## config.mk

```make
export PLATFORM = sky130hd
export DESIGN_NAME = l0_pool_flat
export DESIGN_NICKNAME = d
export VERILOG_FILES = /design/src/rtl/cnn_pkg.sv /design/src/rtl/l0_pool_if.sv /design/src/rtl/max4.sv /design/src/rtl/l0_pool.sv /design/src/flat_wrapper.sv
export SDC_FILE = /design/constraint.sdc
export NUM_CORES = 1
export LEC_CHECK = 0
export BUFFER_PORTS_ARGS = -buffer_cell sky130_fd_sc_hd__buf_2
export CORE_MARGIN = 2
export CORE_UTILIZATION = 47
export CTS_CLUSTER_SIZE = 12
export DETAILED_ROUTE_END_ITERATION = 10
export GPL_TIMING_DRIVEN = 0
export PLACE_DENSITY = 0.71
export SYNTH_ARGS = -nofsm -noshare
export SYNTH_HDL_FRONTEND = slang
export SYNTH_SLANG_ARGS = --single-unit
```

## constraint.sdc

```tcl
create_clock -name clk -period 2.4 [get_ports clk]
set_clock_uncertainty 0.1 [all_clocks]
set_input_delay 0.36 -clock clk [delete_from_list [all_inputs] [get_ports clk]]
set_output_delay 0.36 -clock clk [all_outputs]
set_load 0.01 [all_outputs]
```

## src/rtl/cnn_pkg.sv

```systemverilog
// Shared CNN pipeline definitions: sample width, map geometry, derived
// address widths and the pooling FSM state type.
package cnn_pkg;

    localparam int DATA_W = 18;
    localparam int L0_DIM = 26;
    localparam int L1_DIM = 13;

    localparam int L0_AW = $clog2(L0_DIM * L0_DIM);
    localparam int L1_AW = $clog2(L1_DIM * L1_DIM);
    localparam int L1_CW = $clog2(L1_DIM);

    typedef enum logic [1:0] {
        IDLE = 2'd0,
        RUN  = 2'd1,
        DONE = 2'd2
    } pool_state_t;

endpackage

```

## src/rtl/l0_pool_if.sv

```systemverilog
// Feature-RAM read port plus pooled-sample write stream of the layer-0 pool.
interface l0_pool_if
    import cnn_pkg::*;
#(
    parameter int DW = DATA_W,
    parameter int AW = L0_AW,
    parameter int PW = L1_AW
);

    logic                   rd;
    logic [AW-1:0]          addr_rd;
    logic [3:0][DW-1:0]     din;
    logic                   pool_wr;
    logic [PW-1:0]          pool_addr;
    logic [DW-1:0]          pool_dout;

    modport master (
        output rd, addr_rd, pool_wr, pool_addr, pool_dout,
        input  din
    );

    modport slave (
        input  rd, addr_rd, pool_wr, pool_addr, pool_dout,
        output din
    );

endinterface

```

## src/rtl/max4.sv

```systemverilog
// Combinational signed maximum of four samples as a two-level compare tree.
module max4 #(
    parameter int DATA_W = 18
) (
    input  logic [3:0][DATA_W-1:0] din,
    output logic [DATA_W-1:0]      max_out
);

    logic [1:0][DATA_W-1:0] pair_max;

    generate
        for (genvar gi = 0; gi < 2; gi++) begin : g_pair
            assign pair_max[gi] = ($signed(din[2*gi]) > $signed(din[2*gi+1]))
                                  ? din[2*gi] : din[2*gi+1];
        end
    endgenerate

    assign max_out = ($signed(pair_max[0]) > $signed(pair_max[1]))
                     ? pair_max[0] : pair_max[1];

endmodule

```

## src/rtl/l0_pool.sv

```systemverilog
// 2x2 stride-2 signed max-pool over the layer-0 feature map, one window per
// cycle, with the pooled result registered one cycle after its RAM read.
module l0_pool
    import cnn_pkg::*;
#(
    parameter int DATA_W = cnn_pkg::DATA_W,
    parameter int IN_DIM = L0_DIM
) (
    input  logic           clk,
    input  logic           rst_n,
    input  logic           start,
    output logic           busy,
    output logic           done,
    l0_pool_if.master      bus
);

    localparam int OUT_DIM = IN_DIM / 2;

    localparam logic [L1_CW-1:0] LAST_POS   = L1_CW'(OUT_DIM - 1);
    localparam logic [L0_AW-1:0] ADDR_FIRST = L0_AW'(IN_DIM + 1);
    localparam logic [L0_AW-1:0] ADDR_COL   = L0_AW'(2);
    // From the last window of a row, skip the odd row to reach the next base.
    localparam logic [L0_AW-1:0] ADDR_ROW   = L0_AW'(IN_DIM + 2);

    pool_state_t        state_reg;
    logic [L1_CW-1:0]   row_reg;
    logic [L1_CW-1:0]   col_reg;
    logic [L1_AW-1:0]   idx_reg;
    logic [L0_AW-1:0]   addr_reg;
    logic               rd_reg;
    logic               wr_reg;
    logic [L1_AW-1:0]   paddr_reg;
    logic [DATA_W-1:0]  pdout_reg;
    logic               busy_reg;
    logic               done_reg;
    logic [DATA_W-1:0]  win_max;

    max4 #(.DATA_W(DATA_W)) u_max4 (
        .din     (bus.din),
        .max_out (win_max)
    );

    always_ff @(posedge clk or negedge rst_n) begin
        if (!rst_n) begin
            state_reg <= IDLE;
            row_reg   <= '0;
            col_reg   <= '0;
            idx_reg   <= '0;
            addr_reg  <= '0;
            rd_reg    <= 1'b0;
            wr_reg    <= 1'b0;
            paddr_reg <= '0;
            pdout_reg <= '0;
            busy_reg  <= 1'b0;
            done_reg  <= 1'b0;
        end else begin
            case (state_reg)
                IDLE: begin
                    wr_reg   <= 1'b0;
                    done_reg <= 1'b0;
                    if (start) begin
                        state_reg <= RUN;
                        rd_reg    <= 1'b1;
                        busy_reg  <= 1'b1;
                        addr_reg  <= ADDR_FIRST;
                        row_reg   <= '0;
                        col_reg   <= '0;
                        idx_reg   <= '0;
                    end
                end
                RUN: begin
                    wr_reg    <= 1'b1;
                    paddr_reg <= idx_reg;
                    pdout_reg <= win_max;
                    if (row_reg == LAST_POS && col_reg == LAST_POS) begin
                        // Last write lands in DONE, so done flags it directly.
                        state_reg <= DONE;
                        rd_reg    <= 1'b0;
                        done_reg  <= 1'b1;
                    end else begin
                        idx_reg <= idx_reg + 1'b1;
                        if (col_reg == LAST_POS) begin
                            col_reg  <= '0;
                            row_reg  <= row_reg + 1'b1;
                            addr_reg <= addr_reg + ADDR_ROW;
                        end else begin
                            col_reg  <= col_reg + 1'b1;
                            addr_reg <= addr_reg + ADDR_COL;
                        end
                    end
                end
                DONE: begin
                    state_reg <= IDLE;
                    wr_reg    <= 1'b0;
                    done_reg  <= 1'b0;
                    busy_reg  <= 1'b0;
                    row_reg   <= '0;
                    col_reg   <= '0;
                    idx_reg   <= '0;
                end
                default: begin
                    state_reg <= IDLE;
                    rd_reg    <= 1'b0;
                    wr_reg    <= 1'b0;
                    busy_reg  <= 1'b0;
                    done_reg  <= 1'b0;
                end
            endcase
        end
    end

    assign bus.rd        = rd_reg;
    assign bus.addr_rd   = addr_reg;
    assign bus.pool_wr   = wr_reg;
    assign bus.pool_addr = paddr_reg;
    assign bus.pool_dout = pdout_reg;
    assign busy          = busy_reg;
    assign done          = done_reg;

endmodule

```

## src/flat_wrapper.sv

```systemverilog
// flat-port wrapper written by rule: the top's interface ports become plain ports
module l0_pool_flat import cnn_pkg::*;
#(
    parameter int DATA_W = cnn_pkg::DATA_W,
    parameter int IN_DIM = L0_DIM
)
  (clk, rst_n, start, busy, done, bus_rd, bus_addr_rd, bus_pool_wr, bus_pool_addr, bus_pool_dout, bus_din);
  l0_pool_if bus_i ();
  input  logic clk;
  input  logic rst_n;
  input  logic start;
  output logic busy;
  output logic done;
  output wire logic [$bits(bus_i.rd)-1:0] bus_rd;
  output wire logic [$bits(bus_i.addr_rd)-1:0] bus_addr_rd;
  output wire logic [$bits(bus_i.pool_wr)-1:0] bus_pool_wr;
  output wire logic [$bits(bus_i.pool_addr)-1:0] bus_pool_addr;
  output wire logic [$bits(bus_i.pool_dout)-1:0] bus_pool_dout;
  input wire logic [$bits(bus_i.din)-1:0] bus_din;
  assign bus_rd = bus_i.rd;
  assign bus_addr_rd = bus_i.addr_rd;
  assign bus_pool_wr = bus_i.pool_wr;
  assign bus_pool_addr = bus_i.pool_addr;
  assign bus_pool_dout = bus_i.pool_dout;
  assign bus_i.din = bus_din;
  l0_pool #(.DATA_W(DATA_W), .IN_DIM(IN_DIM)) u_core (.clk(clk), .rst_n(rst_n), .start(start), .busy(busy), .done(done), .bus(bus_i));
endmodule
```

==> flow_metrics.tcl <==
set metrics [dict create \
    status "complete, but fails checks" \
    violations "hold timing, setup timing" \
    critical_path_class "in -> reg" \
    ys_ff_latch 58 \
    syn_inst 534 \
    fin_nets 855 \
    core_area_mm2 0.0102 \
    crit_fanout 5 \
    place_congestion 0.900 \
    initial_core_util 0.478 \
    htree_levels 3 \
    routed-via-count 5167 \
    hpwl_mm 11.1 \
    die_h_um 106 \
    largest_reg_flops 18 \
    grt_use_met1 0.340 \
    worst_slew_pin_slew_ps 1230 \
    fmax_mhz 225 \
    layout_common_cells "86 x buf_2, 58 x dfrtp_1, 54 x buf_4, 48 x nand2_1, 36 x nor2_1" \
    grt_pass1_vias 5388 \
    clockBufferDepth 2 \
    finalMaxSlewViolations 0 \
    hp-class "in -> async" \
    reg2regPathDepth 10 \
    port_buffers 114 \
    yosys_warnings 0 \
    power-per-cell-area_mw_per_mm2 813 \
    period_share 1.86 \
    wl_mm 17.7 \
    io_pins 115 \
    hold_ws_ps -16.5 \
    power_leakage_nw 3.55 \
    dr.pass1.iters 4 \
    cp.arrival_ps 4640 \
    place_inst 784 \
    crit_start "bus_din[38]" \
    fin_util 0.776 \
    cpMaxStageDelayCell "o311ai_4" \
    die_w_um 106 \
    maxSlewHeadroom 0.180 \
    crit_top_cell "buf_6" \
    drtIter0Drc 310 \
    cts_sinks 58 \
    clk_pin_slew_ps 70 \
    async_reset_ff_frac 1.00 \
    drcViolationCount 0 \
    cts-buffers-inserted 9 \
    netlist_area_mm2 0.00487 \
    grt_pass1_wl_mm 26.4 \
    grt_use_total 0.298 \
    startpoint_type "input port" \
    via_per_inst 6.02 \
    synthFlopType "dfrtp_1" \
    rr_startpoint "u_core.row_reg[0]" \
    synth-edff-count 0 \
    max_stage_delay_ps 430 \
    drv_cap 0 \
    area.growth.synth_to_final_pct 62.3 \
    drive_above_1_share 0.517 \
    stdcell_count 858 \
    rsz0062_at_grt "yes" \
    period_minus_slack_ps 4450 \
    grt_use_met3 0.0526 \
    grt_overflow 0 \
    fill_cells 632 \
    final_common_cell "buf_2" \
    cts_hold_buffers 0 \
    syn_avg_cell_area_um2 9.12 \
    max-vdd-ir-drop_mv 0.643 \
    path_cells "buf_2 -> ha_1 -> nand3_2 -> a21oi_1 -> o221a_4 -> buf_6 -> buf_6 -> o311ai_4 -> buf_6 -> o22ai_4 -> a21o_2 -> ha_4 -> nand4_1 -> nor3_2 -> o31ai_2 -> nand3_2 -> mux2_4 -> buf_12 -> clkbuf_16 -> a2111oi_4 -> a221o_1" \
    gr-usage-met2 0.532 \
    num_rows 37 \
    drtAntennaViolNets 0 \
    setup_viol 18 \
    routedWlPerCell_um 20.7 \
    postLayoutSetupSlackWorst_ps -2050 \
    yosysUniqueCellTypes 63 \
    clock_insertion_delay_worst_skew_ps 350 \
    required_ps 2590 \
    syn_nets 671 \
    busiest_layer "met2" \
    die_area_mm2 0.0112 \
    finalHoldViolCount 19 \
    tritoncts "built" \
    end_kind "register" \
    grt_max_degree 59 \
    antenna_found_initial 0 \
    cts-root-buf "clkbuf_8" \
    fin_tns_setup_ps -35310 \
    fin_total_pwr_mw 6.42 \
    ys_seq_area_frac 0.298 \
    num_antenna_cells 0 \
]
## per-layer routing
layer,wire length (um),vias up,part of all wire
li1,-,2369,-
met1,6670,2541,0.38
met2,9520,187,0.54
met3,731,70,0.041
met4,817,0,0.046
met5,0,-,0
## repair_timing
action,in CTS,in global routing
setup endpoints to repair,19,23
buffers inserted,35,19
gates resized for setup,122,83
gates cloned,5,1
pin swaps,70,43
## per-stage QoR
| stage | setup WS, ps | instance area [um2] |
|---|---|---|
| floorplan | -1580 | 5350 |
| global placement | -2420 | 6090 |
| finish | -2050 | 7900 |
| global route | -2120 | 7900 |
| CTS | -1700 | 7320 |
| detailed placement | -2560 | 6090 |
## synthesized netlist by cell type, types with 12 or more instances
cell type | count | area share
a21o_1 | 12 | 0.019
a21oi_1 | 20 | 0.021
a221o_1 | 17 | 0.035
inv_1 | 52 | 0.040
ha_1 | 62 | 0.16
o21ai_0 | 15 | 0.015
dfrtp_1 | 58 | 0.30
nor2_1 | 39 | 0.030
clkbuf_1 | 14 | 0.011
mux2_2 | 16 | 0.037
o22ai_1 | 24 | 0.031
nand3_1 | 18 | 0.019
nand2_1 | 52 | 0.040
## where the power goes
part	internal [mW]	switching, mW
registers	1.44	0.402
clock network	0.479	0.402
logic	1.81	1.90
## cells by family (layout without fill, tap and decap cells)
family / after synthesis / after routing / synth area share
buffers and inverters: 74 / 262 / 0.0694
AO/OA/AOI/OAI: 159 / 159 / 0.260
flip-flops: 58 / 58 / 0.298
multiplexers: 20 / 20 / 0.0457
AND/OR/NAND/NOR: 147 / 147 / 0.142
adder cells (fa/ha/maj): 62 / 62 / 0.159
XOR/XNOR: 14 / 14 / 0.0252
## layout make-up
cell class | instances | area [um2] | area share
Multi-Input combinational cell | 402 | 4350 | 0.550
Sequential cell | 58 | 1450 | 0.184
Timing Repair Buffer | 173 | 1340 | 0.169
Buffer | 22 | 206 | 0.0261
Inverter | 52 | 204 | 0.0258
Clock buffer | 13 | 179 | 0.0226
Tap cell | 136 | 170 | 0.0215
Clock inverter | 2 | 10.0 | 0.00127
## path summary, 6_finish.rpt
kind	end	slack (ps)
worst max-delay path	u_core.bus.pool_dout[17]	-2050
worst min-delay path	u_core.bus.pool_dout[3]	-20
worst max register to register	u_core.idx_reg[5]	90
worst min register to register	u_core.bus.pool_addr[4]	380
max in group asynchronous	u_core.idx_reg[1]	1700
min in group clk	u_core.bus.addr_rd[4]	210
## critical path: cells and delay by family
| kind | cells | cell delay, ps |
|---|---|---|
| simple gates | 4 | 770 |
| buf+inv | 6 | 910 |
| fa+ha+maj | 2 | 580 |
| compound gates | 8 | 1640 |
| mux | 1 | 350 |
(Power assumes the default switching activity.)
